### src/rtl/riscv_wb_pkg.sv
// Shared types for the RISC-V write-back stage and the load aligner.
package riscv_wb_pkg;

  // Load-type encodings; 2'b11 is decoded as a word load.
  localparam logic [1:0] LD_WORD = 2'b00;
  localparam logic [1:0] LD_HALF = 2'b01;
  localparam logic [1:0] LD_BYTE = 2'b10;

  // Register-file address width carried in the captured load fields.
  localparam int unsigned WB_ADDR_WIDTH = 5;

  typedef enum logic {
    WB_IDLE,
    WB_WAIT_DATA
  } wb_state_e;

  typedef struct packed {
    logic [WB_ADDR_WIDTH-1:0] waddr;
    logic [1:0]               ld_type;
    logic                     sign;
    logic [1:0]               offset;
  } load_info_t;

endpackage

### src/rtl/riscv_load_align.sv
// Combinational LSU read-data extractor: selects the addressed byte/half of
// the raw word and sign- or zero-extends it. Shared with the LSU.
module riscv_load_align
  import riscv_wb_pkg::*;
(
  input  logic [31:0] i_rdata,
  input  logic [1:0]  i_ld_type,
  input  logic        i_sign,
  input  logic [1:0]  i_offset,
  output logic [31:0] o_wdata
);

  logic [15:0] w_half;
  logic [7:0]  w_byte;

  // Lane select, then extension according to the access size.
  always_comb begin
    w_half = i_offset[1] ? i_rdata[31:16] : i_rdata[15:0];
    w_byte = i_rdata[{i_offset, 3'b000} +: 8];
    case (i_ld_type)
      LD_HALF: o_wdata = {{16{i_sign & w_half[15]}}, w_half};
      LD_BYTE: o_wdata = {{24{i_sign & w_byte[7]}}, w_byte};
      default: o_wdata = i_rdata;
    endcase
  end

endmodule

### src/rtl/riscv_wb_stage.sv
// RISC-V write-back stage: accepts retiring instructions from EX, waits for the
// LSU response on loads and drives register-file write port A.
// Optional macro RISCV_WB_REG_OUT_EN registers the write port (one cycle later).
module riscv_wb_stage
  import riscv_wb_pkg::*;
#(
  parameter int unsigned ADDR_WIDTH     = WB_ADDR_WIDTH,
  parameter int unsigned DATA_WIDTH     = 32,
  parameter int unsigned PERF_CNT_WIDTH = 16
) (
  input  logic                      clk,
  input  logic                      rst,
  input  logic                      ex_valid_i,
  output logic                      wb_ready_o,
  input  logic                      regfile_we_i,
  input  logic [ADDR_WIDTH-1:0]     regfile_waddr_i,
  input  logic                      load_i,
  input  logic [1:0]                load_type_i,
  input  logic                      load_sign_ext_i,
  input  logic [1:0]                load_offset_i,
  input  logic                      data_rvalid_i,
  input  logic [DATA_WIDTH-1:0]     data_rdata_i,
  output logic                      regfile_we_o,
  output logic [ADDR_WIDTH-1:0]     regfile_waddr_o,
  output logic [DATA_WIDTH-1:0]     regfile_wdata_o,
  output logic [PERF_CNT_WIDTH-1:0] load_stall_cnt_o,
  output logic                      unexp_rvalid_o
);

  wb_state_e                 r_state, w_state_nxt;
  load_info_t                r_info, w_info_nxt;
  logic [PERF_CNT_WIDTH-1:0] r_stall_cnt;
  logic                      r_unexp;
  logic                      w_idle, w_complete, w_accept, w_capture;
  logic [DATA_WIDTH-1:0]     w_wdata;
  logic [ADDR_WIDTH-1:0]     w_waddr;

  assign w_idle     = (r_state == WB_IDLE);
  assign w_complete = (r_state == WB_WAIT_DATA) & data_rvalid_i;
  // Ready depends only on state and rvalid so EX can't form a loop through it.
  assign wb_ready_o = w_idle | w_complete;
  assign w_accept   = ex_valid_i & wb_ready_o;
  // Non-load results were written via the EX port; only loads that write wait.
  assign w_capture  = w_accept & load_i & regfile_we_i;
  assign w_waddr    = ADDR_WIDTH'(r_info.waddr);

  // Next-state: capture a new load (also back-to-back on completion) or retire.
  always_comb begin
    w_state_nxt = r_state;
    w_info_nxt  = r_info;
    if (w_capture) begin
      w_state_nxt = WB_WAIT_DATA;
      w_info_nxt  = '{waddr:   WB_ADDR_WIDTH'(regfile_waddr_i),
                      ld_type: load_type_i,
                      sign:    load_sign_ext_i,
                      offset:  load_offset_i};
    end else if (w_complete) begin
      w_state_nxt = WB_IDLE;
    end
  end

  // State and captured load fields; reset drops any pending load.
  always_ff @(posedge clk or posedge rst) begin
    if (rst) begin
      r_state <= WB_IDLE;
      r_info  <= '0;
    end else begin
      r_state <= w_state_nxt;
      r_info  <= w_info_nxt;
    end
  end

  // Saturating count of cycles stalled waiting for load data.
  always_ff @(posedge clk or posedge rst) begin
    if (rst) begin
      r_stall_cnt <= '0;
    end else if ((r_state == WB_WAIT_DATA) && !data_rvalid_i && (r_stall_cnt != '1)) begin
      r_stall_cnt <= r_stall_cnt + 1'b1;
    end
  end

  // Sticky flag: read data arrived with no load outstanding.
  always_ff @(posedge clk or posedge rst) begin
    if (rst) begin
      r_unexp <= 1'b0;
    end else if (w_idle && data_rvalid_i) begin
      r_unexp <= 1'b1;
    end
  end

  assign load_stall_cnt_o = r_stall_cnt;
  assign unexp_rvalid_o   = r_unexp;

  riscv_load_align u_load_align (
    .i_rdata   (data_rdata_i),
    .i_ld_type (r_info.ld_type),
    .i_sign    (r_info.sign),
    .i_offset  (r_info.offset),
    .o_wdata   (w_wdata)
  );

`ifdef RISCV_WB_REG_OUT_EN
  logic                  r_we;
  logic [ADDR_WIDTH-1:0] r_waddr;
  logic [DATA_WIDTH-1:0] r_wdata;

  // Registered write port; ID sees this as an additional forwarding source.
  always_ff @(posedge clk or posedge rst) begin
    if (rst) begin
      r_we    <= 1'b0;
      r_waddr <= '0;
      r_wdata <= '0;
    end else begin
      r_we <= w_complete;
      if (w_complete) begin
        r_waddr <= w_waddr;
        r_wdata <= w_wdata;
      end
    end
  end

  assign regfile_we_o    = r_we;
  assign regfile_waddr_o = r_waddr;
  assign regfile_wdata_o = r_wdata;
`else
  logic [ADDR_WIDTH-1:0] r_waddr;
  logic [DATA_WIDTH-1:0] r_wdata;

  // Remember the last write so address/data hold once we drops.
  always_ff @(posedge clk or posedge rst) begin
    if (rst) begin
      r_waddr <= '0;
      r_wdata <= '0;
    end else if (w_complete) begin
      r_waddr <= w_waddr;
      r_wdata <= w_wdata;
    end
  end

  assign regfile_we_o    = w_complete;
  assign regfile_waddr_o = w_complete ? w_waddr : r_waddr;
  assign regfile_wdata_o = w_complete ? w_wdata : r_wdata;
`endif

endmodule

### config.mk
export PLATFORM = sky130hd
export DESIGN_NAME = riscv_wb_stage
export DESIGN_NICKNAME = d
export VERILOG_FILES = /design/src/rtl/riscv_wb_pkg.sv /design/src/rtl/riscv_load_align.sv /design/src/rtl/riscv_wb_stage.sv
export SDC_FILE = /design/constraint.sdc
export NUM_CORES = 1
export LEC_CHECK = 0
export BUFFER_PORTS_ARGS = -buffer_cell sky130_fd_sc_hd__buf_2
export CAP_MARGIN = 20
export CORE_MARGIN = 2
export CORE_UTILIZATION = 34
export CTS_CLUSTER_SIZE = 12
export DETAILED_ROUTE_END_ITERATION = 12
export GPL_TIMING_DRIVEN = 1
export HOLD_SLACK_MARGIN = 0.06
export SYNTH_ARGS = -nofsm -noshare
export SYNTH_HDL_FRONTEND = slang
export SYNTH_HIERARCHICAL = 1
export SYNTH_SLANG_ARGS = --single-unit
### constraint.sdc
create_clock -name clk -period 1.86 [get_ports clk]
set_input_delay 0.093 -clock clk [delete_from_list [all_inputs] [get_ports clk]]
set_output_delay 0.093 -clock clk [all_outputs]
set_load 0.01 [all_outputs]
==> results.md <==
- Clk_skew: between 0.006 and 0.007 ns
- Ratio of cells with drive above 1 in the final layout: 0.5803
- Share of the synthesized area in the top cell type: 0.4915
- Post-synth EDFFs: 0
- Die Area: 10540 um2
- Ys Warns: 6
- Slew @ Worst Pin: 0.5363 ns
- Std-Cell Rows: 36
- Post-route minimum period: between 2 and 2.5 ns
- Vias in the first global route: around 2700
- Max-slew headroom: 0.6421
- Root Buffer Master: clkbuf_8
- Cell Pwr Density: 1298 nW/um2
- Routed len/inst: 16.31 um
- Util after Layout: 0.5263
- CP startpoint: r_info[4]
- Starting Density: 0.3449
- Clock sink total: 65
- Run status: finished with violations
- Worst VDD drop: ~0.55 mV
- Via Count: about 2800
- Total GRT Usage: 0.1728
- Cell variety after synth: 40
- Max-Cap Viols: 0
- Die X: a little over 100 um
- Final Cell Area: 5050 um2
- CP bufs+invs: 2
- Num CTS Buffers: 9
- Die Y: 102.7 um
- Critical Path AT: approximately 2.2 ns
- Worst Setup Slack, final: -0.4004 ns
- FF/Latch Area: about 1600 um2
- Core ar.: 9594 um2
- Starting DRC count in detailed routing: between 90 and 100
- Ys flop type: dfrtp_1
- Area leader, netlist: dfrtp_1
- Area of the multi-input gates: about 1900 um2
- Worst path most repeated cell: buf_6
- Seq/Total Area, Yosys: 0.4915
- DRT antenna net count: 0
- CTS tree: done
- Ant diodes: 0
- Port Buffers: between 100 and 150
- CP Launch Type: register
- Number of stages on the worst hold path: 4
- Most common cell in the netlist: dfrtp_1
- First-pass iteration count of the detailed router: 4
- Placed instance area: between 4000 and 5000 um2
- Critical-path maximum fanout: 7
- RSZ-0062 raised after global routing: yes
- Final setup violation count: 33
- Gpl congestion: ~0.84
- Tcrit/Tclk final: 1.215
- Synth top cells by count: 65 x dfrtp_1, 55 x mux2_2, 41 x nand2_1
- Initial antenna violation count: 1
- HP Class: input pin to register
- Syn Inst Count: 290
- Mapped cell area: between 3000 and 4000 um2
- Post-DP HPWL: 6344 um
- CP max stage delay: ~0.44 ns
- Register bit total from synthesis: 65
- Synthesized Nets: approximately 340
- Clock Latency Late Sink: around 0.34 ns
- First-pass GRT wire length: approximately 14000 um
- CP max stage cell: dfrtp_2
- Nets: roughly 480
- CTS max path bufs: 2
- GRT Residual Overflow: 0
- Asr flop ratio synth: 1.000
- Drt total wl: 9281 um
- # IOs: 104
- CP Depth: 8
- Min-delay src: data_rdata_i[31]
- Failing checks: setup timing
- Top cells by area, synth: dfrtp_1 49%, mux2_2 19%, nand2_1 4.7%
- Worst EP required: about 1.8 ns
- Leakage power: 2.537 nW
- Largest net degree at the start of global routing: between 40 and 50
- Clock transition at path regs: around 0.070 ns
- Worst r2r path cells: 8
- Hold Vio Cnt, Final: 0
- Fillers: about 870
- Critical path endpoint category: output pin
- Fmax: between 400 and 500 MHz
- H-tree depth: 3
- Pwr Total: 0.006554 W
- Max Slew Vio Count: 0
- Area grow syn2layout: 52.59%
- Worst-path cell chain: ha_4 > nor2b_4 > or2_4 > buf_6 > a32oi_2 > o2bb2ai_1 > mux2_4 > buf_6
- Syn Area/Cell: 11.41 um2
- Post-route DRC: 0
- DR vias/cell: 4.893
- R2R Path Start: r_info[4]
- CP top delay family: flip-flops
- CP Class: register to output pin
==> stage by stage <==
| stage | worst slack [ns] | setup TNS [ns] | instances | hold WS (ns) |
|---|---|---|---|---|
| after CTS | -0.3863 | -9.853 | 564 | 0.1088 |
| after global routing | -0.4975 | -13.34 | 569 | 0.1223 |
| after floorplan | 0.007680 | 0 | 290 | 0.2097 |
| after global placement | -0.04263 | -0.2973 | 529 | 0.1355 |
| final | -0.4004 | -10.83 | 569 | 0.1225 |
| after detailed placement | -0.1116 | -0.6408 | 529 | 0.1424 |
==> cells by family (layout without fill, tap and decap cells) <==
logic type                 count (synthesis)  in the layout  synth area share
AOI/OAI and AO/OA                         40             41           0.08621
DFF                                       65             65            0.4915
adders and majority gates                  3              3           0.01134
muxes                                     58             58            0.1996
and+or+nand+nor                           85             85            0.1410
xor gates and xnor gates                  13             13           0.03440
buffers and inverters                     26            171           0.03592
==> layout by cell type, fill, tap and decap left out, types with 6 or more instances in the layout <==
master	instances
nor2b_1	9
mux2_2	25
nand3_1	7
clkbuf_8	10
dlygate4sd3_1	14
dfrtp_1	63
a21oi_1	12
nand2_1	23
nand2_2	17
mux2_4	33
xor2_1	9
inv_1	7
buf_2	71
buf_4	16
buf_6	40
o2bb2ai_1	6
==> area by class of cell <==
| class | count | share of cell area |
|---|---|---|
| tap | 133 | 0.03295 |
| multi-input combinational | 200 | 0.3726 |
| clock buffer | 13 | 0.02948 |
| clock inverter | 3 | 0.007929 |
| sequential | 65 | 0.3226 |
| timing repair buffer | 145 | 0.2270 |
| inverter | 10 | 0.007433 |
==> where the power goes <==
group | internal [W] | switching, W
combinational | 0.00187 | 0.00141
clock | 0.000654 | 0.000542
sequential | 0.00188 | 0.000196
==> layer usage <==
metal / share of wire / wire length, um / global-route usage / vias to the layer above
met5: 0.0015 / 14 / 0 / -
li1: - / - / - / 1306
met2: 0.48 / 4430 / 0.2740 / 97
met1: 0.44 / 4039 / 0.2319 / 1367
met3: 0.075 / 694 / 0.04678 / 12
met4: 0.011 / 103 / 0.05231 / 2
==> worst register-to-register path: cells and delay by family, from the launching register on <==
kind                     cells  cell delay (ns)
adder cells (fa/ha/maj)      1             0.17
AO/OA/AOI/OAI                2             0.43
buffers and inverters        2             0.24
flip-flops                   1             0.44
AND/OR/NAND/NOR              2             0.21
multiplexers                 1             0.29
==> path summary, 6_finish.rpt <==
kind / to / slack [ns]
max: regfile_wdata_o[6] / -0.40
min: r_wdata[31] / 0.12
max reg2reg: r_wdata[17] / -0.02
min reg2reg: unexp_rvalid_o / 0.46
max in group asynchronous: r_wdata[24] / 0.93
min in group asynchronous: w_waddr[1] / 0.31
==> registers in the layout (all words and copies together) (netlist names) <==
| register | count |
|---|---|
| load_stall_cnt_o | 16 |
| r_wdata | 32 |
| unexp_rvalid_o | 1 |
| r_state | 1 |
| r_info | 5 |
| w_waddr | 5 |
| r_waddr | 5 |
==> what timing repair did <==
item	4_1_cts	5_1_grt
buffers inserted	4	5
setup endpoints to repair	35	37
hold buffers	14	0
resized for setup	66	54
pin swaps	14	16
cloned	1	0
endpoints found under the hold margin	32	0
(Power assumes the default switching activity.)
